File: config.mk
export PLATFORM = sky130hd
export DESIGN_NAME = uart_tx
export DESIGN_NICKNAME = d
export VERILOG_FILES = /design/src/rtl/uart_tx.sv
export SDC_FILE = /design/constraint.sdc
export NUM_CORES = 1
export LEC_CHECK = 0
export CAP_MARGIN = 25
export CORE_MARGIN = 1
export CORE_UTILIZATION = 63
export CTS_BUF_LIST = sky130_fd_sc_hd__clkbuf_8
export DETAILED_ROUTE_END_ITERATION = 12
export PLACE_DENSITY = 0.95
export SLEW_MARGIN = 15
export SYNTH_ARGS = -nofsm -noshare
export SYNTH_HDL_FRONTEND = slang
export SYNTH_SLANG_ARGS = --single-unit
export TNS_END_PERCENT = 100
File: constraint.sdc
create_clock -name sysClk -period 3.08 [get_ports sysClk]
set_clock_uncertainty 0.1 [all_clocks]
set_input_delay 0.616 -clock sysClk [delete_from_list [all_inputs] [get_ports sysClk]]
set_output_delay 0.616 -clock sysClk [all_outputs]
set_load 0.01 [all_outputs]
File: src/rtl/uart_tx.sv
// ---------------------------------------------------------------------------
// uart_tx -- asynchronous serial transmitter with optional parity, one or two
// stop bits and an optional line-break generator.
//
// Frame on UART_Tx: start (0), C_UART_DATA_WIDTH data bits LSB first,
// optional parity bit, C_UART_STOP stop bits (1). Every bit lasts
// DIV = C_CLK_FREQ / C_UART_BAUD sysClk cycles.
//
// Compile-time option:
//   UART_TX_BREAK_EN  when defined, txBreak holds the line low (BREAK state)
//                     and is followed by a stop period; when undefined,
//                     txBreak is ignored and no BREAK state exists.
//
// Ports:
//   sysClk     in   single clock, rising edge
//   sysRst     in   synchronous active-high reset
//   dataIn     in   word to transmit (C_UART_DATA_WIDTH bits)
//   dataValid  in   dataIn is valid; taken when dataReady is also 1
//   dataReady  out  transmitter idle and able to accept a word
//   txBreak    in   break request (only honoured with UART_TX_BREAK_EN)
//   txBusy     out  frame or break in progress
//   UART_Tx    out  serial line, idle high, driven from a flop
// ---------------------------------------------------------------------------
`timescale 1ns/1ps

module uart_tx #(
   parameter int C_CLK_FREQ        = 100000000,
   parameter int C_UART_BAUD       = 115200,
   parameter int C_UART_DATA_WIDTH = 8,
   parameter int C_UART_PARITY     = 1,
   parameter int C_UART_STOP       = 1
) (
   input  logic                         sysClk,
   input  logic                         sysRst,
   input  logic [C_UART_DATA_WIDTH-1:0] dataIn,
   input  logic                         dataValid,
   output logic                         dataReady,
   input  logic                         txBreak,
   output logic                         txBusy,
   output logic                         UART_Tx
);

   localparam int DIV   = C_CLK_FREQ / C_UART_BAUD;
   localparam int CNT_W = $clog2(DIV);
   localparam int IDX_W = $clog2(C_UART_DATA_WIDTH);
   localparam bit PAR_EN = (C_UART_PARITY != 0);

   localparam logic [CNT_W-1:0] BAUD_RELOAD   = CNT_W'(DIV - 1);
   localparam logic [CNT_W-1:0] CNT_ZERO      = CNT_W'(0);
   localparam logic [CNT_W-1:0] CNT_ONE       = CNT_W'(1);
   localparam logic [IDX_W-1:0] IDX_ZERO      = IDX_W'(0);
   localparam logic [IDX_W-1:0] IDX_ONE       = IDX_W'(1);
   localparam logic [IDX_W-1:0] LAST_DATA_IDX = IDX_W'(C_UART_DATA_WIDTH - 1);
   localparam logic [IDX_W-1:0] LAST_STOP_IDX = IDX_W'(C_UART_STOP - 1);

   typedef enum logic [2:0] {
      ST_IDLE   = 3'd0,
      ST_START  = 3'd1,
      ST_DATA   = 3'd2,
      ST_PARITY = 3'd3,
`ifdef UART_TX_BREAK_EN
      ST_STOP   = 3'd4,
      ST_BREAK  = 3'd5
`else
      ST_STOP   = 3'd4
`endif
   } state_t;

   // Parity bit for a data word: even mode sends the XOR, odd mode its inverse.
   function automatic logic f_parity(input logic [C_UART_DATA_WIDTH-1:0] d);
      logic p;
      p = ^d;
      if (C_UART_PARITY == 2) begin
         return ~p;
      end else begin
         return p;
      end
   endfunction

   state_t                         r_state;
   state_t                         w_state_nxt;
   logic [CNT_W-1:0]               r_baud;
   logic [CNT_W-1:0]               w_baud_nxt;
   logic [IDX_W-1:0]               r_idx;
   logic [IDX_W-1:0]               w_idx_nxt;
   logic [C_UART_DATA_WIDTH-1:0]   r_shift;
   logic [C_UART_DATA_WIDTH-1:0]   w_shift_nxt;
   logic                           r_par;
   logic                           w_par_nxt;
   logic                           r_tx;
   logic                           w_tx_nxt;
   logic                           r_ready;
   logic                           w_ready_nxt;
   logic                           r_busy;
   logic                           w_brk_req;
   logic                           w_accept;
   logic                           w_baud_done;

`ifdef UART_TX_BREAK_EN
   assign w_brk_req = txBreak;
`else
   // Break generation is compiled out; the port is kept but has no effect.
   logic w_unused_brk;
   assign w_unused_brk = txBreak;
   assign w_brk_req    = 1'b0;
`endif

   // A pending break in IDLE takes priority over a word offered the same cycle.
   assign w_accept    = dataValid & r_ready & ~w_brk_req;
   assign w_baud_done = (r_baud == CNT_ZERO);

   assign dataReady = r_ready;
   assign txBusy    = r_busy;
   assign UART_Tx   = r_tx;

   // Next-state and next-datapath logic; the line value is computed for the
   // state being entered so that UART_Tx can come straight from a flop.
   always_comb begin
      w_state_nxt = r_state;
      w_baud_nxt  = r_baud;
      w_idx_nxt   = r_idx;
      w_shift_nxt = r_shift;
      w_par_nxt   = r_par;
      w_tx_nxt    = r_tx;

      case (r_state)
         ST_IDLE: begin
            w_tx_nxt = 1'b1;
            if (w_accept) begin
               w_state_nxt = ST_START;
               w_shift_nxt = dataIn;
               w_par_nxt   = f_parity(dataIn);
               w_baud_nxt  = BAUD_RELOAD;
               w_idx_nxt   = IDX_ZERO;
               w_tx_nxt    = 1'b0;
            end
`ifdef UART_TX_BREAK_EN
            else if (txBreak) begin
               w_state_nxt = ST_BREAK;
               w_tx_nxt    = 1'b0;
            end
`endif
            else begin
               w_state_nxt = ST_IDLE;
            end
         end

         ST_START: begin
            if (w_baud_done) begin
               w_state_nxt = ST_DATA;
               w_baud_nxt  = BAUD_RELOAD;
               w_idx_nxt   = IDX_ZERO;
               w_tx_nxt    = r_shift[0];
            end else begin
               w_baud_nxt  = r_baud - CNT_ONE;
            end
         end

         ST_DATA: begin
            if (w_baud_done) begin
               w_baud_nxt = BAUD_RELOAD;
               if (r_idx == LAST_DATA_IDX) begin
                  w_idx_nxt = IDX_ZERO;
                  if (PAR_EN) begin
                     w_state_nxt = ST_PARITY;
                     w_tx_nxt    = r_par;
                  end else begin
                     w_state_nxt = ST_STOP;
                     w_tx_nxt    = 1'b1;
                  end
               end else begin
                  // Shift first so the next bit to send is always at [0].
                  w_idx_nxt   = r_idx + IDX_ONE;
                  w_shift_nxt = {1'b0, r_shift[C_UART_DATA_WIDTH-1:1]};
                  w_tx_nxt    = r_shift[1];
               end
            end else begin
               w_baud_nxt = r_baud - CNT_ONE;
            end
         end

         ST_PARITY: begin
            if (w_baud_done) begin
               w_state_nxt = ST_STOP;
               w_baud_nxt  = BAUD_RELOAD;
               w_idx_nxt   = IDX_ZERO;
               w_tx_nxt    = 1'b1;
            end else begin
               w_baud_nxt  = r_baud - CNT_ONE;
            end
         end

         ST_STOP: begin
            w_tx_nxt = 1'b1;
            if (w_baud_done) begin
               // r_idx counts stop bits here, reused from the data phase.
               if (r_idx == LAST_STOP_IDX) begin
                  w_state_nxt = ST_IDLE;
               end else begin
                  w_idx_nxt  = r_idx + IDX_ONE;
                  w_baud_nxt = BAUD_RELOAD;
               end
            end else begin
               w_baud_nxt = r_baud - CNT_ONE;
            end
         end

`ifdef UART_TX_BREAK_EN
         ST_BREAK: begin
            if (txBreak) begin
               w_tx_nxt = 1'b0;
            end else begin
               w_state_nxt = ST_STOP;
               w_baud_nxt  = BAUD_RELOAD;
               w_idx_nxt   = IDX_ZERO;
               w_tx_nxt    = 1'b1;
            end
         end
`endif

         default: begin
            w_state_nxt = ST_IDLE;
            w_tx_nxt    = 1'b1;
         end
      endcase

      w_ready_nxt = (w_state_nxt == ST_IDLE) & ~w_brk_req;
   end

   // State, datapath and output registers with synchronous reset.
   always_ff @(posedge sysClk) begin
      if (sysRst) begin
         r_state <= ST_IDLE;
         r_baud  <= CNT_ZERO;
         r_idx   <= IDX_ZERO;
         r_shift <= {C_UART_DATA_WIDTH{1'b0}};
         r_par   <= 1'b0;
         r_tx    <= 1'b1;
         r_ready <= 1'b0;
         r_busy  <= 1'b0;
      end else begin
         r_state <= w_state_nxt;
         r_baud  <= w_baud_nxt;
         r_idx   <= w_idx_nxt;
         r_shift <= w_shift_nxt;
         r_par   <= w_par_nxt;
         r_tx    <= w_tx_nxt;
         r_ready <= w_ready_nxt;
         r_busy  <= (w_state_nxt != ST_IDLE);
      end
   end

endmodule

==> results of run 1 <==
[per-layer routing]
layer  wire length [µm]  vias to the layer above  part of all wire (%)
met5                  0                        -                     0
met4                 10                        0                  0.31
met3                116                        2                   3.6
met2               1630                       36                    50
met1               1480                      657                    46
li1                   -                      688                     -
[layout make-up]
type / instances / area [µm²]
multi-input cells: 145 / 932
repair buffers: 14 / 138
fillers: 166 / 551
flip-flops and latches: 28 / 561
well taps: 28 / 35.0
clock buffers: 3 / 41.3
inverters: 5 / 18.8
[state kept, by name, indices dropped and copies added (netlist names)]
register and flops:
r_idx 3, r_baud 10, UART_Tx 1, r_state 3, dataReady 1, r_par 1
txBusy 1, r_shift 8
[worst max-delay path by stage]
| stage | start | to | slack [ns] | cells after the start |
|---|---|---|---|---|
| final | r_baud[6] | r_baud[3] | 0.73 | 5 |
| after global routing | r_baud[6] | r_baud[2] | 0.62 | 5 |
| after CTS | r_baud[6] | r_baud[3] | 0.77 | 5 |
| after detailed placement | dataValid | r_shift[3] | 0.55 | 5 |
| after global placement | dataValid | r_shift[6] | 0.65 | 5 |
| after floorplan | r_baud[6] | r_shift[4] | 1.02 | 6 |
[synthesized netlist by cell type]
cell,n,area [µm²]
sky130_fd_sc_hd__a2111o_1,1,11.3
sky130_fd_sc_hd__a211oi_1,1,7.51
sky130_fd_sc_hd__a21oi_1,10,50.1
sky130_fd_sc_hd__a22oi_1,1,7.51
sky130_fd_sc_hd__a2bb2oi_4,1,26.3
sky130_fd_sc_hd__a311oi_1,6,52.6
sky130_fd_sc_hd__a311oi_2,3,45.0
sky130_fd_sc_hd__a31oi_1,1,6.26
sky130_fd_sc_hd__and2_1,2,12.5
sky130_fd_sc_hd__and3_1,2,12.5
sky130_fd_sc_hd__buf_1,1,3.75
sky130_fd_sc_hd__buf_6,1,11.3
sky130_fd_sc_hd__clkbuf_1,8,30.0
sky130_fd_sc_hd__dfxtp_1,28,561
sky130_fd_sc_hd__ha_1,5,62.6
sky130_fd_sc_hd__inv_1,5,18.8
sky130_fd_sc_hd__mux2i_1,1,10.0
sky130_fd_sc_hd__nand2_1,14,52.6
sky130_fd_sc_hd__nand2b_1,5,31.3
sky130_fd_sc_hd__nand3_1,5,25.0
sky130_fd_sc_hd__nand3b_1,1,7.51
sky130_fd_sc_hd__nand4_1,4,25.0
sky130_fd_sc_hd__nand4b_1,1,8.76
sky130_fd_sc_hd__nor2_1,26,97.6
sky130_fd_sc_hd__nor2b_1,3,18.8
sky130_fd_sc_hd__nor3_1,12,60.1
sky130_fd_sc_hd__nor4_1,1,6.26
sky130_fd_sc_hd__o2111ai_1,2,17.5
sky130_fd_sc_hd__o211ai_1,1,7.51
sky130_fd_sc_hd__o21a_1,1,7.51
sky130_fd_sc_hd__o21ai_0,13,65.1
sky130_fd_sc_hd__o21ba_2,1,10.0
sky130_fd_sc_hd__o31ai_1,1,7.51
sky130_fd_sc_hd__o32a_1,1,10.0
sky130_fd_sc_hd__or3_1,1,6.26
sky130_fd_sc_hd__or3_4,1,11.3
sky130_fd_sc_hd__or4_1,1,7.51
sky130_fd_sc_hd__or4_4,2,22.5
sky130_fd_sc_hd__xnor2_1,10,87.6
sky130_fd_sc_hd__xor2_1,4,35.0
[metrics by stage]
step                cells  hold WS, ns  utilization [%]  power (µW)
finish                223        0.389             75.8        1270
global route          223        0.394             75.8        1360
CTS                   223        0.387             75.8        1270
detailed placement    220        0.373             74.0        1080
global placement      220        0.364             74.0        1050
floorplan             188        0.350                -         959
[power breakdown]
part	internal, µW	switching (µW)	total, µW
clock network	87.4	102	189
registers	448	84.6	533
logic	244	307	551
total	780	493	1270
[worst reg2reg max path: cells and delay by family (launching register included)]
kind | cells | cell delay, ns
and+or+nand+nor | 4 | 1.45
DFF | 1 | 0.35
AOI/OAI and AO/OA | 1 | 0.35
[kinds of logic after synthesis]
group           Yosys count  share of synthesized area, %
compound gates           44                          21.3
xor+xnor                 14                          7.88
fa+ha+maj                 5                          4.02
buf+inv                  15                          4.10
flops                    28                          36.0
mux                       1                         0.643
simple gates             81                          26.0
==> results, run 1 <==
- The library cell used most frequently in the layout, excluding fill and tap cells, is sky130_fd_sc_hd__dfxtp_1.
- The die is a little over 50 µm wide.
- A synthesized cell averages just over 8 µm².
- The summed area of non-filler cells in the final layout is about 1700 µm².
- The layout cell share with drive strength beyond 1 is about 6%.
- The instance count of the mapped netlist is roughly 190.
- The die footprint is ~2700 µm².
- The final count of pins violating max slew is 0.
- Global routing used roughly 50% of the available met2 tracks.
- The category of cells accounting for the largest share of critical-path delay is simple AND/OR/NAND/NOR gates.
- In this run the critical register-to-register path is captured at r_baud[3].
- Setup violations remaining at the end of the flow were counted as 0.
- CTS built an H-tree with a depth of 1.
- The initial standard-cell utilization of the core is 68.4%.
- The first-pass GRT wire length is 5.37 mm.
- The final hold violation count is 0.
- The number of post-CTS setup repair buffers is 0.
- The number of synthesis warnings is 0.
- The tightest min-delay check is of the reg2reg type.
- Sequential elements use between 30% and 40% of the synthesized area.
- Summing all placed instances gives a cell area of between 1500 and 2000 µm².
- Setup repair after global routing left no endpoint under its margin.
- The number of antenna diodes in the final layout is 0.
- The flow ran to the end, and the final reports show no timing, DRC or antenna violations.
- The path with the worst hold slack has its endpoint at r_shift[7].
- The vertical die dimension is about 52 µm.
- The setup path with the least slack is of type reg2reg.
- For this run, the detailed router's first-pass iteration total came to 4.
- The DRC violation count after routing is 0.
- The maximum number of pins on one net before global-route repair is 19.
- After synthesis the cells add up to around 1600 µm².
- The number of clock buffers inserted by TritonCTS is 3.
- The number of maximum-capacitance constraint violations is 0.
- The worst setup path is launched from a register.
- The congestion estimate from routability-driven global placement came to 0.858.
- After global routing the overflow that remains totals 0.
- Clock-pin slew was measured on the worst setup and hold paths at 0.09 ns.
- The standard cell with the maximum stage delay on the critical path is sky130_fd_sc_hd__or4_4.
- The post-synthesis sequential element count is 28.
- The I/O pin count is 15.
- After routing, the total negative slack on setup checks comes to 0 ns.
- The maximum vdd ir drop is ~0.0005 V.
- The layer flagged by global routing as most heavily used is met2.
- STA puts the critical path data arrival time at between 2 and 2.5 ns.
- The setup slack at placement is about 0.55 ns.
- The clock sink count is 28.
- For this block, the via count after detailed routing is 1383.
- Once the clock tree was built, the resizer swapped 0 gates to a different size.
- The worst path uses about three quarters of the clock period.
- The detailed-route wire length per cell is between 10 and 15 µm.
- Subtracting the final worst setup slack from the clock period gives ~2.3 ns.
- The areal power density over the cells is ~740 nW/µm².
- The worst register-to-register path begins at r_baud[6].
- The number of different library cells in the post-synthesis netlist is 40.
- For this run, global-route usage on met1 was measured as about a third.
- The startpoint of the lowest-slack hold path is r_shift[7].
- The net count of the mapped netlist is between 200 and 250.
- The via count of the first global-routing pass is between 1000 and 1500.
- The count of buffers added on input and output ports is 13.
- The detail route stage leaves a number of antenna-violating nets equal to 0.
- In the layout the commonest cells are 28 x sky130_fd_sc_hd__dfxtp_1, 26 x sky130_fd_sc_hd__nor2_1, 14 x sky130_fd_sc_hd__nand2_1.
- The worst setup path is captured at a register.
- The worst setup margin is around 0.73 ns.
- In the global route stage, overall resource usage came out at roughly a quarter.
- In this run the deepest clock path goes through 2 buffers.
- Along the worst hold path, the cell count comes to 2.
- The initialized floorplan defines 17 standard-cell rows.
- The initial antenna violation count is 0.
- The largest fanout on the critical path is 6.
- The area growth from synthesis to layout is 10.9%.
- For the worst setup path, the data required time is between 3 and 4 ns.
- The cell seen most often among critical-path stages is sky130_fd_sc_hd__nor3_1.
- After detailed routing, the number of vias per cell comes to between 6 and 7.
- The first routing iteration left 40 violations.
- The region available for standard cell placement spans 2280 µm².
- The total of hold buffers inserted after clock tree synthesis is 0.
- The global-route track usage on met3 is ~3.5%.
- Summed over all nets, the half-perimeter wirelength after detailed placement is between 2 and 2.5 mm.
- The largest single stage delay on the critical path is 0.58 ns.
- The measured slew at the worst slew-check pin is 0.751 ns.
- The buffer cell driving the clock tree root is sky130_fd_sc_hd__clkbuf_8.
- The CTS tree is yes.
- The latest clock arrival within the worst-skew pair is 0.26 ns.
- The peak clock frequency supported by timing is 0.426 GHz.
- The tightest slew margin relative to the limit is about half.
- The number of cells on the worst reg-to-reg path is 5.
- The slack of the worst reg-to-reg path is roughly 0.73 ns.
- For this block, the routed nets add up to ~3.2 mm of wire.
- The net total in the final layout is around 210.
- The signal on the critical path passes through or4_4 -> nor3_1 -> o21ai_0 -> nand2_1 -> nor3_1.
- For this design the static power due to leakage is between 0.0005 and 0.0006 µW.
- The number of buffers and inverters on the critical path is 0.
Note: power is estimated with default switching activity, not from simulation.
==> inputs of run 2 (changes only) <==
Settings changed: CORE_UTILIZATION 63 to 59, PLACE_DENSITY 0.95 to 0.92.
Clock period 3.08 ns to 2.4 ns, I/O delays scaled along.
==> run 2 against run 1 <==
Compared with the run above: die area rose by 6.5%; clock-buffer cell count stayed put; non-clock buffer count increased by 4; final area up 1.9%; cell count is 2.7% higher; clock power increased by 35%; routed wire length decreased by 3.2%.
==> results, run 2 (synthesis gave the netlist of run 1 again) <==
- The die footprint came to 2850 µm² (+6.5%).
- The critical path capture point type is a register.
- The initial antenna violation count came to 0 (unchanged).
- The share of the clock period used by the worst path after layout is 95.8% (+19 points).
- The CTS tree is yes.
- The worst setup margin is 0.101 ns (-0.629 ns).
- The combined global-route utilization of all metal layers came to 25.2% (-1.1 points).
- The areal power density over the cells is 950 nW/µm² (+29%).
- The final count of pins violating max slew was 0 (unchanged).
- The core region area is 2480 µm² (+8.9%).
- The register with the most flip-flops is r_baud.
- The clock period minus final worst setup slack was 2.30 ns (-0.0509 ns).
- The clock slew seen by the registers of the worst setup and hold paths was 0.09 ns (about the same).
- The total of endpoints with negative setup slack in the final report was 0 (unchanged).
- The layout cell share with drive strength beyond 1 is 8.04% (+1.9 points).
- Clock tree synthesis selected as its root buffer the cell sky130_fd_sc_hd__clkbuf_8.
- The peak clock frequency supported by timing is 0.435 GHz (+2.2%).
- The area growth from synthesis to final layout is 12.9%.
- The number of levels in the clock H-tree was 1 (unchanged).
- The data arrival at the endpoint of the critical path is 2.38 ns (-0.02 ns).
- The first-pass GRT wire length is 5.31 mm (-1.0%).
- The number of cell rows is 18 (+1).
- The initial standard-cell utilization of the core came to 62.8% (-5.6 points).
- The maximum vdd ir drop came to 0.000665 V (+33%).
- Setup repair after global routing left no endpoint under its margin.
- Leaving out fill and tap cells, the most frequent cells in the layout are 28 x sky130_fd_sc_hd__dfxtp_1, 26 x sky130_fd_sc_hd__nor2_1, 14 x sky130_fd_sc_hd__nand2_1.
- The setup slack at placement was 0.125 ns (-0.423 ns).
- The residual antenna-violating net count after detailed routing was 0 (unchanged).
- The starting DRC count in detailed routing is 42 (+5.0%).
- The DRC violation count after routing was 0 (unchanged).
- The I/O pin count is 15 (unchanged).
- The number of maximum-capacitance constraint violations is 0 (unchanged).
- The most common cell after layout, fill and taps aside is sky130_fd_sc_hd__dfxtp_1.
- The antenna cell count is 0 (unchanged).
- The post-detailed-route via-to-cell ratio is 6.09 (-1.8%).
- The leakage power summed over all cells is 0.000619 µW (+3.5%).
- The number of buffers between clock root and the deepest sink was 2 (unchanged).
- The die extent in x was 53.4 µm (+3.2%).
- The total wire length after detailed routing is 3.13 mm (-3.2%).
- The latest clock arrival within the worst-skew pair is 0.27 ns (about the same).
- The detailed-route wire length per cell is 13.7 µm (-5.7%).
- The required time at the worst-slack endpoint came to 2.48 ns (-0.65 ns).
- The HPWL after detailed placement is 2.37 mm (-2.6%).
- The worst setup path is launched from a register.
- The number of flip-flops under the largest register name came to 10 (unchanged).
- The count of port buffers added during placement was 13 (unchanged).
- The largest fanout on the critical path came to 15 (+9).
- The total number of vias is 1395 (+0.87%).
- The measured slew at the worst slew-check pin is 0.516 ns (-0.235 ns).
- The detailed-router iteration count before antenna repair is 4 (unchanged).
- The clock sink count is 28 (unchanged).
- The min-delay analysis places its worst path in the category reg2reg.
- The run finished with clean final reports.
- The total grt overflow is 0 (unchanged).
- The sum of negative setup slack is 0 ns (unchanged).
- The weighted congestion at the end of routability-driven global placement was 0.891 (+3.9%).
- The maximum number of pins on one net before global-route repair is 18 (-1).
- The largest registers in the layout are r_baud (10), r_shift (8).
- The final hold violation count is 0 (unchanged).
- The class of the most critical setup path is reg2reg.
- The net total in the final layout was 218 (+1.9%).
- The tightest slew margin relative to the limit is 65.5% (+16 points).
- The vertical die dimension came to 53.4 µm (+3.2%).
- The number of clock buffers inserted by TritonCTS is 3 (unchanged).
- The via count of the first global-routing pass is 1300 (+1.3%).
-- run 2: cell types whose count changed in the layout (fill, tap and decap cells not counted), sizes merged --
cell	before	now
buf	1	5
-- run 2: cell type report --
type / count / area (µm²)
multi-input cells: 145 / 932
fillers: 186 / 719
flip-flops and latches: 28 / 561
repair buffers: 18 / 168
clock buffers: 3 / 41.3
well taps: 30 / 37.5
inverters: 5 / 18.8
-- run 2: power by group --
| part | internal, µW | switching [µW] |
|---|---|---|
| registers | 575 | 109 |
| clock network | 113 | 143 |
| logic | 336 | 395 |
-- run 2: layer usage --
metal,wire (µm),vias to the layer above,global-route usage (%)
met1,1380,651,29.4
li1,-,698,-
met5,0,-,0
met2,1590,42,45.2
met4,52,0,12.3
met3,112,4,2.01
-- run 2: what timing repair did --
| action | in CTS | in global routing |
|---|---|---|
| endpoints found under the setup margin | 0 | 2 |
| endpoints found under the hold margin | 0 | 0 |
| resized for setup | 0 | 0 |
| hold buffers | 0 | 0 |
| buffers inserted | 0 | 0 |
-- run 2: final timing paths --
kind	from	endpoint	slack, ns	cells past startpoint
worst max-delay path	r_baud[6]	r_shift[3]	0.10	5
worst min-delay path	r_shift[7]	r_shift[7]	0.39	2
worst max register to register	r_baud[6]	r_shift[3]	0.10	5
worst min register to register	r_shift[7]	r_shift[7]	0.39	2
-- run 2: stage by stage --
| stage | utilization, % | instances | hold WS (ns) | power, µW | area (µm²) |
|---|---|---|---|---|---|
| finish | 71.0 | 229 | 0.388 | 1670 | 1760 |
| global route | 71.0 | 229 | 0.395 | 1780 | 1760 |
| CTS | 71.0 | 229 | 0.386 | 1670 | 1760 |
| detailed placement | 69.3 | 226 | 0.370 | 1410 | 1720 |
| global placement | 69.3 | 226 | 0.364 | 1380 | 1720 |
| floorplan | - | 188 | 0.350 | 1230 | 1560 |
-- run 2: critical path, stage by stage (launching register included) --
cell,delay [ns]
sky130_fd_sc_hd__dfxtp_1,0.36
sky130_fd_sc_hd__or4_4,0.58
sky130_fd_sc_hd__or3_4,0.44
sky130_fd_sc_hd__a2bb2oi_4,0.37
sky130_fd_sc_hd__nor2_1,0.07
sky130_fd_sc_hd__a311oi_1,0.28
